**src/rtl/gen_con.sv**
```systemverilog
`default_nettype none
// ============================================================================
// Module   : gen_con
// Purpose  : Keypad calculator controller. Two decimal operands, add/sub/mul,
//            sign-magnitude result for the 16-bit display.
// Revision : 1.0
// ============================================================================
module gen_con (
   input  logic        clk,
   input  logic        nRST,
   input  logic [3:0]  keypad_input,
   input  logic        read_input,
   input  logic [2:0]  operator_input,
   input  logic        equal_input,
   output logic        complete,
   output logic [15:0] display_output,
   output logic [3:0]  tb_current_state
);

   typedef enum logic [3:0] {
      SEND_MULT_OP1_START = 4'd0,
      MULT_OP1            = 4'd1,
      SEND_MULT_OP2_START = 4'd2,
      MULT_OP2            = 4'd3,
      COMPUTE             = 4'd4,
      DONE                = 4'd5
   } state_t;

   localparam logic [2:0] OP_ADD = 3'b001;
   localparam logic [2:0] OP_SUB = 3'b010;
   localparam logic [2:0] OP_MUL = 3'b100;

   state_t      state;
   logic [15:0] op1, op2, result;
   logic [15:0] mcand, mplier, acc;
   logic [2:0]  op;
   logic [3:0]  digit;
   logic [3:0]  cnt;
   logic        read_prev;

   logic        rd_evt;
   logic        op_valid;
   logic [15:0] op1_next, op2_next, acc_next;

   assign rd_evt   = read_input & ~read_prev & (keypad_input <= 4'd9);
   assign op_valid = (operator_input == OP_ADD) || (operator_input == OP_SUB) ||
                     (operator_input == OP_MUL);
   assign op1_next = (op1 << 3) + (op1 << 1) + {12'd0, digit};
   assign op2_next = (op2 << 3) + (op2 << 1) + {12'd0, digit};
   assign acc_next = acc + (mplier[0] ? mcand : 16'd0);

   assign tb_current_state = state;

   function automatic logic [15:0] to_sm(input logic [15:0] v);
      logic [15:0] n;
      n = -v;
      to_sm = {v[15], (v[15] ? n[14:0] : v[14:0])};
   endfunction

   always_ff @(posedge clk) begin
      if (nRST) begin
         state          <= SEND_MULT_OP1_START;
         op1            <= 16'd0;
         op2            <= 16'd0;
         result         <= 16'd0;
         op             <= 3'd0;
         digit          <= 4'd0;
         read_prev      <= 1'b0;
         mcand          <= 16'd0;
         mplier         <= 16'd0;
         acc            <= 16'd0;
         cnt            <= 4'd0;
         complete       <= 1'b0;
         display_output <= 16'd0;
      end else begin
         read_prev <= read_input;
         case (state)
            SEND_MULT_OP1_START: begin
               if (rd_evt) begin
                  digit <= keypad_input;
                  state <= MULT_OP1;
               end else if (op_valid) begin
                  op             <= operator_input;
                  state          <= SEND_MULT_OP2_START;
                  display_output <= to_sm(op2);
               end
            end
            MULT_OP1: begin
               op1            <= op1_next;
               display_output <= to_sm(op1_next);
               state          <= SEND_MULT_OP1_START;
            end
            SEND_MULT_OP2_START: begin
               if (rd_evt) begin
                  digit <= keypad_input;
                  state <= MULT_OP2;
               end else if (equal_input) begin
                  // Seed the shift-add multiplier; unused for add/sub.
                  acc    <= 16'd0;
                  mcand  <= op1;
                  mplier <= op2;
                  cnt    <= 4'd0;
                  state  <= COMPUTE;
               end
            end
            MULT_OP2: begin
               op2            <= op2_next;
               display_output <= to_sm(op2_next);
               state          <= SEND_MULT_OP2_START;
            end
            COMPUTE: begin
               if (op == OP_ADD) begin
                  result <= op1 + op2;
                  state  <= DONE;
               end else if (op == OP_SUB) begin
                  result <= op1 - op2;
                  state  <= DONE;
               end else begin
                  acc    <= acc_next;
                  mcand  <= mcand << 1;
                  mplier <= mplier >> 1;
                  cnt    <= cnt + 4'd1;
                  if (cnt == 4'd15) begin
                     result <= acc_next;
                     state  <= DONE;
                  end
               end
            end
            DONE: begin
               complete       <= 1'b1;
               display_output <= to_sm(result);
            end
            default: state <= SEND_MULT_OP1_START;
         endcase
      end
   end

endmodule
`default_nettype wire

```
**config.mk**
```make
export PLATFORM = sky130hd
export DESIGN_NAME = gen_con
export DESIGN_NICKNAME = d
export VERILOG_FILES = /design/src/rtl/gen_con.sv
export SDC_FILE = /design/constraint.sdc
export NUM_CORES = 1
export LEC_CHECK = 0
export CORE_AREA = 2 2 195 139
export DETAILED_ROUTE_END_ITERATION = 7
export DIE_AREA = 0 0 197 141
export SETUP_SLACK_MARGIN = 0.3
export SYNTH_ARGS = -nofsm -noshare
export SYNTH_HDL_FRONTEND = slang
export SYNTH_SLANG_ARGS = --single-unit
```
**constraint.sdc**
```tcl
create_clock -name clk -period 7 [get_ports clk]
set_input_delay 1.4 -clock clk [delete_from_list [all_inputs] [get_ports clk]]
set_output_delay 1.4 -clock clk [all_outputs]
set_load 0.02 [all_outputs]
```
# ---- After elaboration in Yosys (flattened, before gate mapping)
# Index checks and enable logic that the tools add are counted.
dict set report word_totals {
  register_bits 129
  inputBits 11
  word_cells 103
  output_inout_bits 21
}
dict set report classes {
  n_addsub 12
  reduce_logical 13
  bitwise 5
  n_lt_le_gt_ge 1
  n_mux 39
  eq_ne 20
}
# op n
set op_table {}
lappend op_table {{16-bit two-way mux} 18}
lappend op_table {{16-bit case mux with 2 select lines} 3}
lappend op_table {{16-bit adder} 4}
lappend op_table {{16-bit case mux with 4 select lines} 1}
lappend op_table {{15-bit two-way mux} 4}
lappend op_table {{15-bit negation} 4}
lappend op_table {{4-bit two-way mux} 11}
lappend op_table {{16-bit by 4-bit adder with 16-bit output} 2}
lappend op_table {{4-bit case mux with 5 select lines} 1}
lappend op_table {{16-bit subtractor} 1}
lappend op_table {{2-bit inequality test, second input constant} 6}
lappend op_table {{4-bit by 2-bit == test with 1-bit output, second input constant} 2}
lappend op_table {{4-bit by 3-bit == test with 1-bit output, second input constant} 2}
lappend op_table {{4-bit case mux with 2 select lines} 1}
lappend op_table {{3-bit by 1-bit == test with 1-bit output, second input constant} 2}
lappend op_table {{3-bit by 2-bit == test with 1-bit output, second input constant} 2}
lappend op_table {{3-bit inequality test, second input constant} 2}
lappend op_table {{3-bit AND reduction} 2}
lappend op_table {{5-bit AND reduction} 1}
lappend op_table {{4-bit by 1-bit adder with 4-bit output, second input constant} 1}
lappend op_table {{4-bit by 1-bit == test with 1-bit output, second input constant} 1}
lappend op_table {{4-bit == test, second input constant} 1}
lappend op_table {{4-bit <= comparator, second input constant} 1}
lappend op_table {{4-bit zero test} 1}
lappend op_table {{other kinds (11)} 16}

# ---- Logic depth before layout (Yosys ltp)
dict set report logic_depth {
  word_depth 6
  depth_mapped 14
  ltp_nobuf 13
}

# ---- Worst setup path after synthesis
# OpenSTA, ideal clock, no wires.
dict set report synth_timing {
  path_type {reg2reg}
  startpoint {register op2[0]}
  endpoint {register display_output[1]}
  required_ns 6.872
  period_less_slack_ns 3.472
  setup_time_ns 0.128
  n_path_buf 1
  t_arrival_ns 3.345
  path_stages_with_launch 15
  slack_ns 3.528
  path_cell_list {dfxtp_1 inv_1 fa_1 inv_1 ha_1 a211oi_1 o211ai_1 nand3_1 a21oi_1 xor2_1 buf_2 mux2i_1 o211ai_1 a222oi_1 nor2_1}
}
dict set report synth_between {
  elab_chain_cells 5
  elab_cells_between_ends 9
  cone_classes {add/sub (4); mux (5)}
}
# item line
set synth_lines {}
lappend synth_lines {{start: declaration} 34} ;# logic [15:0] op1, op2, result;
lappend synth_lines {{start signal: assignment} 107} ;# op2 <= op2_next;
lappend synth_lines {{16-bit adder / 15-bit negation (equally long branches)} {49, 56}}
lappend synth_lines {{16-bit by 4-bit adder with 16-bit output / 15-bit two-way mux (equally long branches)} {49, 57}}
lappend synth_lines {{15-bit negation / 16-bit two-way mux (equally long branches)} {56, 82}}
lappend synth_lines {{15-bit two-way mux / 16-bit two-way mux (equally long branches)} {57, 79}}
lappend synth_lines {{16-bit case mux with 4 select lines *} 77} ;# case (state)
lappend synth_lines {{end signal: assignment} 85} ;# display_output <= to_sm(op2);
lappend synth_lines {{end signal: assignment} 90} ;# display_output <= to_sm(op1_next);
lappend synth_lines {{end signal: assignment} 108} ;# display_output <= to_sm(op2_next);
lappend synth_lines {{end: declaration} 16} ;# output logic [15:0] display_output,
# Every way passes the cells marked *; elsewhere a longest branch is shown, timed or not. The select of a mux whose other input is x is not followed.
# A chain may end at the register's enable or synchronous reset.

# ---- Worst setup path after layout
dict set report layout_timing {
  startpoint {input port keypad_input[1]}
  endpoint {register acc[15]}
}
dict set report layout_between {
  elab_chain_cells 4
}
# item line
set layout_lines {}
lappend layout_lines {{start: declaration} 11} ;# input logic [3:0] keypad_input,
lappend layout_lines {{4-bit <= comparator} 45} ;# assign rd_evt = read_input & ~read_prev & (keypad_input <= 4'd9);
lappend layout_lines {{1-bit bitwise AND} 45}
lappend layout_lines {{2-bit inequality test (no source line)} --}
lappend layout_lines {{5-bit AND reduction (no source line)} --}
lappend layout_lines {{end signal: assignment} 119} ;# acc <= acc_next;
lappend layout_lines {{end: declaration} 35} ;# logic [15:0] mcand, mplier, acc;
# No other way between the ends.

==> results.yml <==
outcome:
  status: "completed"
timing:
  finalHoldViolations: 0
  setup_violations: 0
  post-route-period-util_pct: 59.99
  finalCriticalPeriod_ns: 4.199
  rsz0062_at_grt: "no"
  max_slew_margin_pct: 18.76
  setup_slack_ns: 2.801
  drv_slew: 0
  fin_worst_skew_ns: 0.008579
  max_freq_mhz: 238.2
  worst_slew_pin_slew_ns: 1.216
  setup_tns_ns: 0
critical_path:
  reg2reg_slack_ns: 2.82
  worstPathArrival_ns: 4.50
  path_max_fanout: 31
  worstPathRequired_ns: 7.30
  path_class: "in2reg"
  rr_worst_depth: 12
  start_kind: "primary input"
  critPathCaptureType: "flip-flop"
yosys:
  yosysSeqAreaShare_pct: 24.42
  yosys-top-cells-area: "dfxtp_1 (24%), ha_1 (12%), a21oi_1 (6.9%)"
  yosys_warnings: 0
  synthFlopType: "dfxtp_1"
  yosysUniqueCellTypes: 78
  netlist_area_um2: 10500
  syn_inst: 1368
  syn_area_per_cell_um2: 7.672
  synth_edf_count: 0
  yosysTopAreaCellShare_pct: 24.42
  synthArstFlopShare_pct: 0
  synth_top_cell_by_area: "dfxtp_1"
  ys_ff_latch: 128
  syn_nets: 1488
power_and_ir_drop:
  switching_share_pct: 27.55
  switchingPower_w: 0.0005560
  p_per_area_nw_per_um2: 172.6
  pwr-share-comb_pct: 12.3
  p_clk_share_pct: 49.5
  internal_power_w: 0.001462
  seqPwrFrac_pct: 38.2
  irDropWorstVdd_mv: 0.1741
  p_leak_nw: 4.708
  power.total_w: 0.002018
layout:
  fillCellCount: 2651
  design_area_um2: 11690
  layout-drive-gt1-share_pct: 5.248
  final_common_cell: "nand2_1"
  areaGrowthSynthToFinish_pct: 11.42
  instances_no_fill: 1710
  final_nets: 1479
  final_cell_mix: "nand2_1 (152), a21oi_1 (144), dfxtp_1 (128), nor2_1 (119), ha_1 (102)"
  ff_latch_area_um2: 2562
  antenna_cells: 0
  multi_input_area_um2: 7433
hold_path:
  hp-class: "reg2reg"
  hold_path_depth: 2
clock_tree:
  clkTransAtPathRegs_ns: 0.06
  htreeDepth: 4
  cts_setup_buffers: 0
  clock_latency_ns: 0.43
  numClockSinks: 128
  clockBufferDepth: 2
  postCtsHoldBufs: 0
  cts_resized: 0
  cts_buffers: 17
  cts_tree: "done"
  cts_root_buf: "clkbuf_16"
grt:
  grt_pass1_vias: 9261
  grt_first_pass_wirelength_um: 52630
  antenna_found_initial: 0
  overflow: 0
  grt_max_degree: 70
  grt_usage_pct: 24.27
route:
  viasPerCell: 5.937
  avgRoutedWirePerCell_um: 19.40
  vias: 10152
  post-route-drc-count: 0
  first_iter_violations: 1017
  routed_wl_um: 33180
  dr.pass1.iters: 6
  antenna_left: 0
floorplan:
  dieArea_um2: 27780
  start_util_pct: 40.13
  pin_count: 32
  die_h_um: 141
  die_w_um: 197
  core_um2: 26150
  rows: 50
placed_design:
  placed_cell_area_um2: 11050
  dp_hpwl_um: 24760
  gp_congestion: 0.8898
  dp_slack_ns: 2.364
  io_buffers: 30
  dpl.cell_count: 1678
job:
  drv_cap: 0
==> path summary, 6_finish.rpt <==
path              startpoint            endpoint
max          keypad_input[1]             acc[15]
min                 mcand[6]            mcand[6]
max reg2reg           op2[0]  display_output[10]
min reg2reg         mcand[6]            mcand[6]
==> critical path: stages <==
cell and delay [ns]:
clkdlybuf4s50_1 0.47, o21ai_0 0.08, and3b_1 0.20, nor2_1 0.13, nand4b_1 0.12, buf_4 0.27
a21o_1 0.21, buf_4 0.21, nand2_1 0.91, o21ai_0 0.22, a22oi_1 0.20, nor2_1 0.05
==> layer usage <==
metal  share of wire, %  GRT usage (%)  up-vias  routed length, µm
met4                1.1          5.184        0                359
met2                 39          33.64      363              13060
met1                 52          38.49     4803              17300
li1                   -              -     4956                  -
met3                7.4          3.995       30               2468
met5                  0              0        -                  0
==> per-stage QoR <==
step	hold slack [ns]	utilization, %
floorplan	0.4444	-
global placement	0.4543	42.26
detailed placement	0.4621	42.26
CTS	0.4710	44.72
global route	0.4845	44.72
finish	0.4689	44.72
==> final cells by class <==
type,instances,area share [%]
inverter,61,1.958
multi-input combinational,1107,63.57
timing repair buffer,44,3.445
clock buffer,18,3.670
tap,338,3.617
clock inverter,14,1.830
sequential,128,21.91
==> registers in the layout, indices dropped and copies added, names as in the netlist <==
register and flops:
digit 4, mcand 16, op2 16, op 3, complete 1, cnt 4
mplier 16, acc 16, read_prev 1, result 16, tb_current_state 3, op1 16
display_output 16
==> cell usage after synthesis, types with 14 or more instances <==
master and instances:
nand2_1 152, a21oi_1 145, dfxtp_1 128, nor2_1 121
ha_1 102, xnor2_1 64, clkbuf_1 61, o21ai_0 61
inv_1 60, a211oi_1 39, nand3_1 37, nor3_1 30
xor2_1 29, a22oi_1 25, mux2i_1 25, and2_1 23
a21o_1 19, nand2b_1 17, a31oi_1 14
==> logic make-up after synthesis <==
family,count (synthesis),synth area share (%)
AOI/OAI and AO/OA,437,27.28
xor gates and xnor gates,94,8.023
adders and majority gates,109,13.50
buffers and inverters,133,4.936
DFF,128,24.42
muxes,25,2.384
other,1,0.03573
and+or+nand+nor,441,19.43
==> power groups by stage <==
stage,combinational (W),sequential [W],clock [W]
after floorplan,0.000170,0.000776,0
after global placement,0.000240,0.000786,0
after detailed placement,0.000242,0.000786,0
after CTS,0.000244,0.000770,0.00101
after global routing,0.000271,0.000772,0.00104
final,0.000249,0.000770,0.000998
Power figures use the tool's default switching activity.
